## src/rtl/rll_key_pkg.sv

```systemverilog
// Shared types and helpers for the RLL key loader.
// Holds the loader state encoding, the default key width and the
// even-parity helper shared by the design and its bench.
package rll_key_pkg;

    localparam int KEY_W_DEF = 16;

    typedef enum logic [2:0] {
        ST_IDLE   = 3'd0,
        ST_SHIFT  = 3'd1,
        ST_CHECK  = 3'd2,
        ST_LOCKED = 3'd3,
        ST_ERROR  = 3'd4
    } rll_key_state_e;

    // Even-parity bit for up to 64 data bits: the value that makes the
    // total count of ones (data plus parity) even. Zero-extend narrower data.
    function automatic logic even_parity(input logic [63:0] i_data);
        return ^i_data;
    endfunction

endpackage

```

## src/rtl/rll_key_shreg.sv

```systemverilog
// Serial key staging: LSB-first shift register, bit counter, parity accumulator.
// Latency: one sample per enabled edge; o_done flags the edge capturing the parity bit.
// Backpressure: none; i_shift_en low holds all state for any number of cycles.
//
// Ports:
//   clk, rst_n    clock, async active-low reset
//   i_clr         synchronous clear of staging, counter and accumulator (wins over shift)
//   i_shift_en    sample i_sdi on this edge
//   i_sdi         serial data, LSB first, parity bit last
//   o_staging     key bits captured so far
//   o_done        current enabled sample is the parity bit
//   o_parity_ok   accumulated parity over data plus parity bit is even
module rll_key_shreg
    import rll_key_pkg::*;
#(
    parameter int KEY_W = KEY_W_DEF
) (
    input  logic             clk,
    input  logic             rst_n,
    input  logic             i_clr,
    input  logic             i_shift_en,
    input  logic             i_sdi,
    output logic [KEY_W-1:0] o_staging,
    output logic             o_done,
    output logic             o_parity_ok
);

    localparam int CNT_W = $clog2(KEY_W + 2);

    logic [KEY_W-1:0] r_staging;
    logic [CNT_W-1:0] r_cnt;
    logic             r_acc;

    always_ff @(posedge clk or negedge rst_n) begin
        if (!rst_n) begin
            r_staging <= '0;
            r_cnt     <= '0;
            r_acc     <= 1'b0;
        end else if (i_clr) begin
            r_staging <= '0;
            r_cnt     <= '0;
            r_acc     <= 1'b0;
        end else if (i_shift_en) begin
            // Only data bits enter the staging register; the parity bit
            // (sample KEY_W) only feeds the accumulator.
            if (r_cnt < CNT_W'(KEY_W)) begin
                r_staging <= {i_sdi, r_staging[KEY_W-1:1]};
            end
            r_acc <= even_parity(64'({r_acc, i_sdi}));
            // Saturate so the counter never passes KEY_W+1.
            if (r_cnt != CNT_W'(KEY_W + 1)) begin
                r_cnt <= r_cnt + CNT_W'(1);
            end
        end
    end

    assign o_staging   = r_staging;
    assign o_done      = i_shift_en && (r_cnt == CNT_W'(KEY_W));
    assign o_parity_ok = ~r_acc;

endmodule

```

## src/rtl/rll_key_loader.sv

```systemverilog
// Serial key loader: shifts key+parity in, checks even parity, commits key atomically.
// Latency: start edge + KEY_W+1 enabled samples + one check edge (19 edges for KEY_W=16).
// Backpressure: key_sen low stalls the shift indefinitely; start ignored while busy/locked.
//
// Ports:
//   clk, rst_n  clock, async active-low reset
//   start       request a new load (accepted in IDLE and ERROR)
//   key_sen     shift enable, key_sdi sampled when high in SHIFT
//   key_sdi     serial key data, LSB first, parity bit last
//   key_clr     synchronous clear, top priority, returns to IDLE
//   key_out     committed key (zero unless a parity-checked key is held)
//   key_valid   key_out holds a parity-checked key
//   busy        high while in SHIFT or CHECK
//   err         last load failed parity, sticky until start or key_clr
module rll_key_loader
    import rll_key_pkg::*;
#(
    parameter int KEY_W = KEY_W_DEF
) (
    input  logic             clk,
    input  logic             rst_n,
    input  logic             start,
    input  logic             key_sen,
    input  logic             key_sdi,
    input  logic             key_clr,
    output logic [KEY_W-1:0] key_out,
    output logic             key_valid,
    output logic             busy,
    output logic             err
);

    rll_key_state_e   r_state;
    logic [KEY_W-1:0] r_key_out;
    logic             r_key_valid;
    logic             r_busy;
    logic             r_err;

    logic [KEY_W-1:0] w_staging;
    logic             w_done;
    logic             w_parity_ok;
    logic             w_shift_en;
    logic             w_sr_clr;

    assign w_shift_en = (r_state == ST_SHIFT) && key_sen && !key_clr;
    // Staging is wiped whenever a new load is accepted so a retry from
    // ERROR never inherits bits from the failed attempt.
    assign w_sr_clr   = key_clr ||
                        (start && ((r_state == ST_IDLE) || (r_state == ST_ERROR)));

    rll_key_shreg #(
        .KEY_W (KEY_W)
    ) u_shreg (
        .clk         (clk),
        .rst_n       (rst_n),
        .i_clr       (w_sr_clr),
        .i_shift_en  (w_shift_en),
        .i_sdi       (key_sdi),
        .o_staging   (w_staging),
        .o_done      (w_done),
        .o_parity_ok (w_parity_ok)
    );

    // busy is updated alongside every state transition so it reflects
    // the state being entered, keeping it a pure register output.
    always_ff @(posedge clk or negedge rst_n) begin
        if (!rst_n) begin
            r_state     <= ST_IDLE;
            r_key_out   <= '0;
            r_key_valid <= 1'b0;
            r_busy      <= 1'b0;
            r_err       <= 1'b0;
        end else if (key_clr) begin
            r_state     <= ST_IDLE;
            r_key_out   <= '0;
            r_key_valid <= 1'b0;
            r_busy      <= 1'b0;
            r_err       <= 1'b0;
        end else begin
            case (r_state)
                ST_IDLE: begin
                    if (start) begin
                        r_state <= ST_SHIFT;
                        r_busy  <= 1'b1;
                    end
                end
                ST_SHIFT: begin
                    if (w_done) begin
                        r_state <= ST_CHECK;
                    end
                end
                ST_CHECK: begin
                    r_busy <= 1'b0;
                    if (w_parity_ok) begin
                        // The only path that loads a nonzero key.
                        r_key_out   <= w_staging;
                        r_key_valid <= 1'b1;
                        r_state     <= ST_LOCKED;
                    end else begin
                        r_err   <= 1'b1;
                        r_state <= ST_ERROR;
                    end
                end
                ST_LOCKED: begin
                    r_state <= ST_LOCKED;
                end
                ST_ERROR: begin
                    if (start) begin
                        r_state <= ST_SHIFT;
                        r_err   <= 1'b0;
                        r_busy  <= 1'b1;
                    end
                end
                default: begin
                    r_state <= ST_IDLE;
                    r_busy  <= 1'b0;
                end
            endcase
        end
    end

    assign key_out   = r_key_out;
    assign key_valid = r_key_valid;
    assign busy      = r_busy;
    assign err       = r_err;

endmodule

```

## config.mk

```make
export PLATFORM = sky130hd
export DESIGN_NAME = rll_key_loader
export DESIGN_NICKNAME = d
export VERILOG_FILES = /design/src/rtl/rll_key_pkg.sv /design/src/rtl/rll_key_shreg.sv /design/src/rtl/rll_key_loader.sv
export SDC_FILE = /design/constraint.sdc
export NUM_CORES = 1
export LEC_CHECK = 0
export CAP_MARGIN = 5
export CORE_UTILIZATION = 45
export CTS_CLUSTER_DIAMETER = 120
export CTS_CLUSTER_SIZE = 10
export DETAILED_ROUTE_END_ITERATION = 10
export PLACE_DENSITY_LB_ADDON = 0.08
export SETUP_SLACK_MARGIN = 0.3
export SYNTH_ARGS = -nofsm -noshare
export SYNTH_HDL_FRONTEND = slang
export SYNTH_SLANG_ARGS = --single-unit
export TNS_END_PERCENT = 10
```

## constraint.sdc

```tcl
create_clock -name clk -period 3.8 [get_ports clk]
set_input_delay 0.76 -clock clk [delete_from_list [all_inputs] [get_ports clk]]
set_output_delay 0.76 -clock clk [all_outputs]
set_load 0.005 [all_outputs]
```

# Word-level counts from Yosys, hierarchy flattened

Index checks and enable logic that the tools add are counted.

Memories: 0
Logic and storage cells: 70
Bits in latches: 0
Input port bits: 6
Bits in read-only memories: 0
Memory bits (writable): 0
Output and inout bits: 19
Flip-flop bits (word level): 44

Div/mod/pow operators: 0
Mux-type cells: 26
Shifts and indexed selects: 0
Bitwise gates (word level): 0
$add $sub $neg: 1
Order comparisons: 1
Multipliers: 0
Equal/unequal tests: 12
Reduce and logical (&&, ||, !) cells: 22

Operators by type and width:

| kind                                                             | number |
|---|---|
| 16-bit two-way mux                                               | 6 |
| 64-bit XOR reduction                                             | 1 |
| 5-bit two-way mux                                                | 3 |
| 3-bit two-way mux                                                | 4 |
| 3-bit case mux with 4 select lines                               | 1 |
| 1-bit two-way mux                                                | 10 |
| 2-bit AND reduction                                              | 5 |
| 2-bit nonzero test                                               | 4 |
| 3-bit by 2-bit == test with 1-bit output (second input constant) | 2 |
| 3-bit by 2-bit != test with 1-bit output (second input constant) | 2 |
| 5-bit by 1-bit adder with 5-bit output (second input constant)   | 1 |
| 5-bit == test (second input constant)                            | 1 |
| 5-bit < comparator (second input constant)                       | 1 |
| 5-bit != test (second input constant)                            | 1 |
| 1-bit logical AND                                                | 4 |
| 1-bit case mux with 2 select lines                               | 2 |
| 2-bit OR reduction                                               | 2 |
| 3-bit by 1-bit == test with 1-bit output (second input constant) | 1 |
| 3-bit == test (second input constant)                            | 1 |
| 3-bit zero test                                                  | 1 |
| 3-bit by 1-bit != test with 1-bit output (second input constant) | 1 |
| 3-bit != test (second input constant)                            | 1 |
| 3-bit AND reduction                                              | 1 |
| 3-bit nonzero test                                               | 1 |
| other kinds (4)                                                  | 5 |

# Logic depth before layout (Yosys ltp)

Gate-level depths: netlist (run 1).

Depth in word-level cells: 7
Depth in mapped cells: 5
Mapped depth without buffers: 5

# Cells and area by module

Synthesis (run 1) repeated with hierarchy kept, for this count alone.

Cells, all modules: 181
Area total of the unflattened synthesis: 2039.5 um^2

By module, submodules not included:

| module         | area each (um^2) | cells an instance | times used | sequential area each (um^2) |
|---|---|---|---|---|
| rll_key_shreg  | 1087.3           | 107               | 1          | 550.5 |
| rll_key_loader | 952.2            | 74                | 1          | 550.5 |

# Worst setup path after synthesis (run 1)

Ideal clock, no wire load.

Kind: input-to-reg
From: input key_clr
To: register r_key_out[10], in the netlist key_out[10]
Arrival: 2.061 ns
Path buffers: 2
Stages on the path: 5
Setup time: 0.065 ns
Required time: 3.735 ns
Path slack: 1.673 ns
Cells stage by stage: clkbuf_1 or2_2 nor4b_2 buf_2 a22o_1

Word-level cells in the longest chain between the ends: 2
Elaborated cells on any way between the ends: 4
Those cells by class: eq/ne: 1; mux: 1; reduce/logical: 2

Ends and longest elaborated chain:

| what                                                                        | line                 | RTL |
|---|---|---|
| start: declaration                                                          | rll_key_loader.sv:25 | `input logic key_clr,` |
| 2-bit != test (no source line) / 2-bit nonzero test (equally long branches) | -                    |  |
| 2-bit AND reduction (no source line)                                        | -                    |  |
| end signal: assignment                                                      | rll_key_loader.sv:95 | `r_key_out <= w_staging;` |
| end: declaration                                                            | rll_key_loader.sv:33 | `logic [KEY_W-1:0] r_key_out;` |

Parallel ways exist; a longest one is shown, timed or not.
A chain may end at the register's enable or synchronous reset.

# Worst setup path after layout (run 1)

From: input key_clr
To: register u_shreg.r_staging[0], in the netlist u_shreg.o_staging[0]

Word-level cells in the longest chain between the ends: 4
Elaborated cells on any way between the ends: 7
Those cells by class: mux: 1; reduce/logical: 6

Ends and longest elaborated chain:

| what                                 | line                 | RTL |
|---|---|---|
| 1-bit zero test                      | rll_key_loader.sv:44 | `assign w_shift_en = (r_state == ST_SHIFT) && key_sen && !key_clr;` |
| 1-bit logical AND                    | rll_key_loader.sv:44 |  |
| 2-bit nonzero test (no source line)  | -                    |  |
| 2-bit AND reduction (no source line) | -                    |  |
| end signal: assignment               | rll_key_shreg.sv:47  | `r_staging <= {i_sdi, r_staging[KEY_W-1:1]};` |
| end: declaration                     | rll_key_shreg.sv:30  | `logic [KEY_W-1:0] r_staging;` |

Parallel ways exist; a longest one is shown, timed or not.

==> results of run 1 <==
==> final cells by class <==
type                            instances  area [µm²]  share of cell area (%)
Clock buffer                            6        82.6                    3.55
Inverter                                7        26.3                    1.13
Clock inverter                          2        38.8                    1.67
Timing Repair Buffer                   27         258                    11.1
Tap cell                               50        62.6                    2.69
Multi-Input combinational cell        100         754                    32.5
Sequential cell                        44        1100                    47.4
==> cell families (layout without fill, tap and decap cells) <==
logic type / after synthesis / after routing / share of synthesized area [%]
AND/OR/NAND/NOR: 51 / 51 / 15.3
buffers and inverters: 18 / 42 / 4.81
flip-flops: 44 / 44 / 56.5
adder cells (fa/ha/maj): 3 / 3 / 1.93
AO/OA/AOI/OAI: 23 / 23 / 9.56
multiplexers: 23 / 23 / 11.9
==> path summary, 6_finish.rpt <==
path / slack [ns] / end / cells after the start
hold reg to reg: 0.50 / key_out[5] / 1
max in group asynchronous: 2.59 / err / 1
setup / recovery: 1.06 / u_shreg.o_staging[0] / 4
min in group asynchronous: 0.61 / key_out[12] / 1
setup reg to reg: 1.66 / u_shreg.o_staging[0] / 3
hold / removal: 0.50 / key_out[5] / 1
==> power by group through the flow <==
stage	clock network, mW	logic, mW	registers [mW]
6_report	0.374	0.0569	0.478
5_1_grt	0.405	0.0640	0.479
4_1_cts	0.384	0.0583	0.478
3_5_place_dp	0	0.0582	0.488
3_3_place_gp	0	0.0574	0.488
2_1_floorplan	0	0.0386	0.484
==> synthesized netlist by cell type (all sizes together) <==
library cell and n:
a21oi 1, a22o 16, a31oi 3, a32oi 1, and2 1, buf 4
clkbuf 7, dfrtp 44, ha 3, inv 7, mux2 1, mux2i 22
nand2 1, nand2b 1, nand3 26, nand4 1, nand4bb 1, nor2 5
nor3 4, nor3b 3, nor4b 3, o21ai 1, o2bb2ai 1, or2 1
or3 2, or3b 1, or4b 1
==> metal layers <==
layer	vias to the layer above	wire, µm	global-route usage, %
met5	-	0	0
met4	0	25	8.33
met3	2	119	5.33
met2	34	1810	29.7
met1	684	1730	23.5
li1	636	-	-
==> stage by stage <==
stage / setup slack [ns] / hold WS [ns] / instances / cell area [µm²]
after detailed placement: 0.771 / 0.484 / 228 / 2200
after CTS: 1.08 / 0.501 / 236 / 2320
after global placement: 0.796 / 0.480 / 228 / 2200
after global routing: 0.980 / 0.520 / 236 / 2320
after floorplan: 1.67 / 0.464 / 162 / 1950
final: 1.06 / 0.497 / 236 / 2320
==> critical path: stages <==
cell             delay, ns
clkdlybuf4s50_1       0.59
or4b_4                0.60
or3_1                 0.69
mux2i_1               0.23
==> sequential cells by signal, summed over array words and instances, names as in the netlist <==
signal / count
r_state: 3
u_shreg.o_staging: 16
key_valid: 1
u_shreg.r_cnt: 5
u_shreg.r_acc: 1
key_out: 16
err: 1
busy: 1
==> impl_metrics.toml, run 1 <==
[global_routing]
grt_pass1_wl_um = 6250
antenna_found_initial = 0
grt-ovfl-total = 0
grtUsageTotal_pct = 18.7
grt_pass1_vias = 1382
grt_max_degree = 45

[routing]
vias = 1356
viasPerCell = 5.75
antenna_left = 0
post-route-drc-count = 0
drtPass1Iterations = 4
routedWlPerCell_um = 15.6
drt_iter0_markers = 105
wl_um = 3680

[critical_path]
crit_type = "in2reg"
cp_max_fo = 16
rr_startpoint = "r_state[0]"
end_kind = "flip-flop"
required_ns = 3.94
critPathLaunchType = "input pin"
worst-endpoint-arrival_ns = 2.88
critPathLaunch = "key_clr"

[clock_tree]
cts_resized = 0
clk_pin_slew_ns = 0.09
clk-insertion-delay-late_ns = 0.29
max-clock-path-buffers = 2
holdBufCountCts = 0
post_cts_buffers = 0
htree_num_levels = 2
cts_tree = "yes"
root_buffer = "clkbuf_8"
cts_sinks = 44
cts_buffers = 5

[synth]
syn_inst = 162
syn_nets = 171
netlist_area_um2 = 1950
yosysWarnings = 0
ys_seq_elements = 44
avgSynthCellArea_um2 = 12.0
synth_cell_types = 30
ys_top_cells_by_area = "dfrtp_1 (56%), mux2i_1 (11%), a22o_1 (7.2%), nand3_1 (6.7%), ha_1 (1.9%)"
synth-seq-area-share_pct = 56.5
synth_top_area_share_pct = 56.5
synth_top_cell_by_area = "dfrtp_1"

[timing]
post-route-period-util_pct = 72.1
worst_pin_slew_ns = 0.957
maxSlewViolCount = 0
finalSetupViolations = 0
tns_ns = 0
layout_min_cycle_time_ns = 2.74
slew_headroom_pct = 36.2
fin_skew_ns = 0.00833
clock.fmax_mhz = 365
hold_viol_final = 0
rsz0062_at_grt = "no"

[floorplanning]
ios = 25
start_util_pct = 47.7
chipWidth_um = 67.8
die_y_um = 67.8
die_area_um2 = 4600
placeableCoreArea_um2 = 4090
core.rowCount = 23

[layout]
layout_commonest_cell = "dfrtp_1"
n_antenna_cell = 0
drive_gt1_share_pct = 9.14
layout_common_cells = "dfrtp_1 (44), nand3_1 (26), clkdlybuf4s50_1 (23)"
fin_util_pct = 56.9
areaGrowthSynthToFinish_pct = 19.2
fill_cells = 353
nets = 194

[power_and_ir_drop]
total_power_uw = 910
p_clk_share_pct = 41.1
comb_power_share_pct = 6.3
irDropWorstVdd_mv = 0.173
intPower_uw = 707
seq_power_share_pct = 52.6
swShare_pct = 22.3
power_density_nw_per_um2 = 392
netSwitchingPower_uw = 203
power.leakage_nw = 1.12

[placement]
io_buffers = 24
post-dp-hpwl_um = 2360
gp_congestion = 0.817

[run_status]
status = "finished clean"

[flow_run]
cap_violations = 0

[min_path]
min_from = "u_shreg.o_staging[5]"
hp-class = "reg2reg"
No activity file was read; power rests on OpenSTA's default activity.
==> run 2, diff against run 1 <==
Clock period 3.8 ns to 2.2 ns, I/O delays scaled along.
==> run 2 against run 1 <==
Compared with the run above:
- total power rose by 78%
- hold slack got worse by 0.29 ns
- clock skew fell by 0.0015 ns
- global-route usage fell by 0.13 points
- setup slack got worse by 0.71 ns
- combinational power rose by 120%
- non-clock buffer count rose by 8
- clock power rose by 80%
- critical endpoint is now u_shreg.o_staging[11]
- largest power group unchanged
==> impl_metrics.toml, run 2 (synthesized netlist as in run 1, its figures left out) <==
[clock_tree]
clk_pin_slew_ns = 0.08
cts_buffers = 5
post_cts_buffers = 0
cts_sinks = 44
holdBufCountCts = 0
max-clock-path-buffers = 2
clk-insertion-delay-late_ns = 0.30
cts_tree = "yes"
htree_num_levels = 2
root_buffer = "clkbuf_8"

[critical_path]
required_ns = 2.38
end_kind = "flip-flop"
critPathLaunchType = "flip-flop"
cp_max_fo = 8
worst-endpoint-arrival_ns = 2.04
crit_type = "reg2reg"

[timing]
tns_ns = 0
clock.fmax_mhz = 539
finalSetupViolations = 0
fin_ws_ns = 0.345
hold_viol_final = 0
worst_pin_slew_ns = 0.680
rsz0062_at_grt = "no"
slew_headroom_pct = 54.6
layout_min_cycle_time_ns = 1.86
maxSlewViolCount = 0
post-route-period-util_pct = 84.3
fin_skew_ns = 0.00678

[layout]
design_area_um2 = 2430
final_cell_count_no_fill = 244
layout_commonest_cell = "dfrtp_1"
n_antenna_cell = 0
layout_common_cells = "dfrtp_1 (43), nand3_1 (26), mux2i_1 (22), clkdlybuf4s50_1 (22), a22o_1 (16)"
nets = 202
areaGrowthSynthToFinish_pct = 24.6
drive_gt1_share_pct = 14.4

[routing]
drtPass1Iterations = 4
wl_um = 3810
viasPerCell = 5.64
drt_iter0_markers = 36
routedWlPerCell_um = 15.6
antenna_left = 0
vias = 1376
post-route-drc-count = 0

[floorplanning]
chipWidth_um = 67.8
die_y_um = 67.8
die_area_um2 = 4600
ios = 25
placeableCoreArea_um2 = 4090
core.rowCount = 23
start_util_pct = 47.7

[power_and_ir_drop]
power_density_nw_per_um2 = 667
irDropWorstVdd_mv = 0.288
total_power_mw = 1.62
power.leakage_nw = 1.19

[placement]
dp_worst_setup_slack_ns = -0.0640
dp_cells = 235
io_buffers = 24
gp_congestion = 0.877
postPlaceCellArea_um2 = 2270
post-dp-hpwl_um = 2490

[run_status]
status = "finished clean"

[global_routing]
grt_pass1_wl_um = 6130
grt_pass1_vias = 1360
grt_max_degree = 45
grtUsageTotal_pct = 18.5
antenna_found_initial = 0
grt-ovfl-total = 0

[flow_run]
cap_violations = 0

[min_path]
hp-class = "in2async"
## run 2: critical path, cell delays in order, from the launching register on
cell and delay (ns):
dfrtp_1 0.45, or4b_4 0.56, or3_4 0.43, clkbuf_16 0.18
mux2i_1 0.12
## run 2: where the power goes
part	total, mW	switching, mW	internal, mW
registers	0.821	0.00652	0.815
clock network	0.675	0.275	0.401
logic	0.123	0.0721	0.0509
## run 2: layout make-up
cell class,instances,area [µm²]
clock buffers,7,96.3
fillers,326,1660
repair buffers,35,350
clock inverters,1,30.0
multi-input cells,100,762
flip-flops and latches,44,1100
well taps,50,62.6
inverters,7,26.3
## run 2: routing by layer
metal,routed length [µm],vias to the layer above,track usage (%)
met5,0,-,0
met4,64,0,8.85
met3,115,5,5.17
met2,1870,30,31.2
met1,1760,689,21.7
li1,-,652,-
## run 2: metrics by stage
step           hold WS (ns)  util (%)
2_1_floorplan         0.144         -
6_report              0.211      59.5
4_1_cts               0.227      58.6
5_1_grt               0.265      59.5
3_5_place_dp          0.487      55.5
3_3_place_gp          0.481      55.5
## run 2: what timing repair did
action / in CTS / in global routing
endpoints found under the setup margin: 16 / 12
cloned: 0 / 1
resized for setup: 1 / 3
pin swaps: 0 / 1
hold endpoints to repair: 0 / 0
## run 2: final timing paths
path,start,end,slack [ns],cells after the start
setup / recovery,r_state[2],u_shreg.o_staging[11],0.34,4
hold / removal,rst_n,key_out[11],0.21,2
setup reg to reg,r_state[2],u_shreg.o_staging[11],0.34,4
hold reg to reg,key_valid,key_valid,0.50,2
max in group asynchronous,rst_n,r_state[1],1.59,2
min in group clk,key_valid,key_valid,0.50,2
==> run 3, diff against run 2 <==
Clock period 2.2 ns to 1.9 ns, I/O delays scaled along.
==> run 3 against run 2 <==
Compared with the run above:
- clock power up 4.1%
- count of clock-buffer cells in the layout down 1
- final area up 4.2%
- maximum frequency up 7.3%
- die area unchanged
- register-to-register slack worse by 0.17 ns
- non-clock buffer count up 11
- clock skew up 0.0057 ns
- total power up 13%
==> impl_metrics.toml, run 3 (synthesized netlist as in run 1, its figures left out) <==
[run_status]
status = "finished clean"

[global_routing]
grt_pass1_wl_um = 6600
grt_max_degree = 26
grt-ovfl-total = 0
grt_use_met1_pct = 24.1
antenna_found_initial = 0
grt_util_met2_pct = 34.2
top_usage_layer = "met2"
grt_util_met3_pct = 5.00
grtUsageTotal_pct = 19.5
grt_pass1_vias = 1468

[critical_path]
critPathLaunchType = "flip-flop"
cp_max_fo = 8
worst-endpoint-arrival_ns = 1.90
required_ns = 2.07
crit_type = "reg2reg"
end_kind = "flip-flop"
r2r_setup_slack_ns = 0.17

[timing]
post-route-period-util_pct = 91.0
slew_headroom_pct = 56.0
tns_ns = 0
fin_skew_ns = 0.0125
maxSlewViolCount = 0
finalSetupViolations = 0
clock.fmax_mhz = 578
hold_viol_final = 0
rsz0062_at_grt = "yes"
layout_min_cycle_time_ns = 1.73
worst_pin_slew_ns = 0.659
fin_ws_ns = 0.171

[power_and_ir_drop]
irDropWorstVdd_mv = 0.407
power.leakage_nw = 1.23
total_power_mw = 1.82
power_density_nw_per_um2 = 720

[placement]
dp_worst_setup_slack_ns = -0.274
dp_cells = 244
post-dp-hpwl_um = 2780
io_buffers = 24
gp_congestion = 0.879

[floorplanning]
die_y_um = 67.8
ios = 25
start_util_pct = 47.7
chipWidth_um = 67.8
core.rowCount = 23
placeableCoreArea_um2 = 4090
die_area_um2 = 4600

[clock_tree]
cts_buffers = 5
clk-insertion-delay-late_ns = 0.30
max-clock-path-buffers = 2
clk_pin_slew_ns = 0.09
holdBufCountCts = 0
cts_sinks = 44
htree_num_levels = 2
cts_tree = "yes"
root_buffer = "clkbuf_8"

[layout]
fin_util_pct = 61.9
drive_gt1_share_pct = 19.5
nets = 213
final_cell_count_no_fill = 255
areaGrowthSynthToFinish_pct = 29.8
layout_common_cells = "dfrtp_1 (44), nand3_1 (25), clkdlybuf4s50_1 (22)"
layout_commonest_cell = "dfrtp_1"
n_antenna_cell = 0

[routing]
routedWlPerCell_um = 15.3
viasPerCell = 5.53
drt_iter0_markers = 135
drtPass1Iterations = 4
wl_um = 3910
vias = 1409
post-route-drc-count = 0
antenna_left = 0

[flow_run]
cap_violations = 0

[min_path]
hp-class = "in2async"
-- run 3: worst max-delay path, stage by stage, from the launching register on --
cell and delay (ns):
dfrtp_1 0.39, or4b_4 0.52, or3_4 0.39, buf_12 0.17, mux2i_2 0.14
-- run 3: power by group --
part / total [mW] / internal (mW) / switching [mW]
combinational: 0.169 / 0.0792 / 0.0896
clock: 0.703 / 0.390 / 0.313
sequential: 0.952 / 0.944 / 0.00794
total: 1.82 / 1.41 / 0.410
-- run 3: layout make-up --
class	count	area, µm²
fillers	340	1560
clock buffers	6	72.6
flip-flops and latches	44	1100
multi-input cells	100	777
inverters	7	26.3
clock inverters	2	35.0
well taps	50	62.6
repair buffers	46	457
-- run 3: worst paths after layout --
path,start,endpoint,depth (start not counted)
worst max-delay path,r_state[2],u_shreg.o_staging[9],4
worst min-delay path,rst_n,key_out[11],1
worst max register to register,r_state[2],u_shreg.o_staging[9],4
worst min register to register,u_shreg.o_staging[13],key_out[13],1
max in group asynchronous,rst_n,err,2
min in group clk,u_shreg.o_staging[13],key_out[13],1
-- run 3: timing repair --
action / 4_1_cts / 5_1_grt
pin swaps: 2 / 1
buffers inserted: 2 / 0
resized for setup: 5 / 2
endpoints found under the setup margin: 38 / 46
cloned: 1 / 0
-- run 3: routing by layer --
layer	share of wire, %	vias to the layer above
met2	51	25
met5	0	-
met1	45	706
met4	0.74	0
met3	3.1	5
li1	-	673
-- run 3: through the flow --
stage / hold WS, ns / cell area (µm²)
finish: 0.0325 / 2530
global route: 0.0536 / 2530
CTS: 0.0440 / 2520
detailed placement: 0.367 / 2360
global placement: 0.361 / 2360
floorplan: 0.0844 / 1950
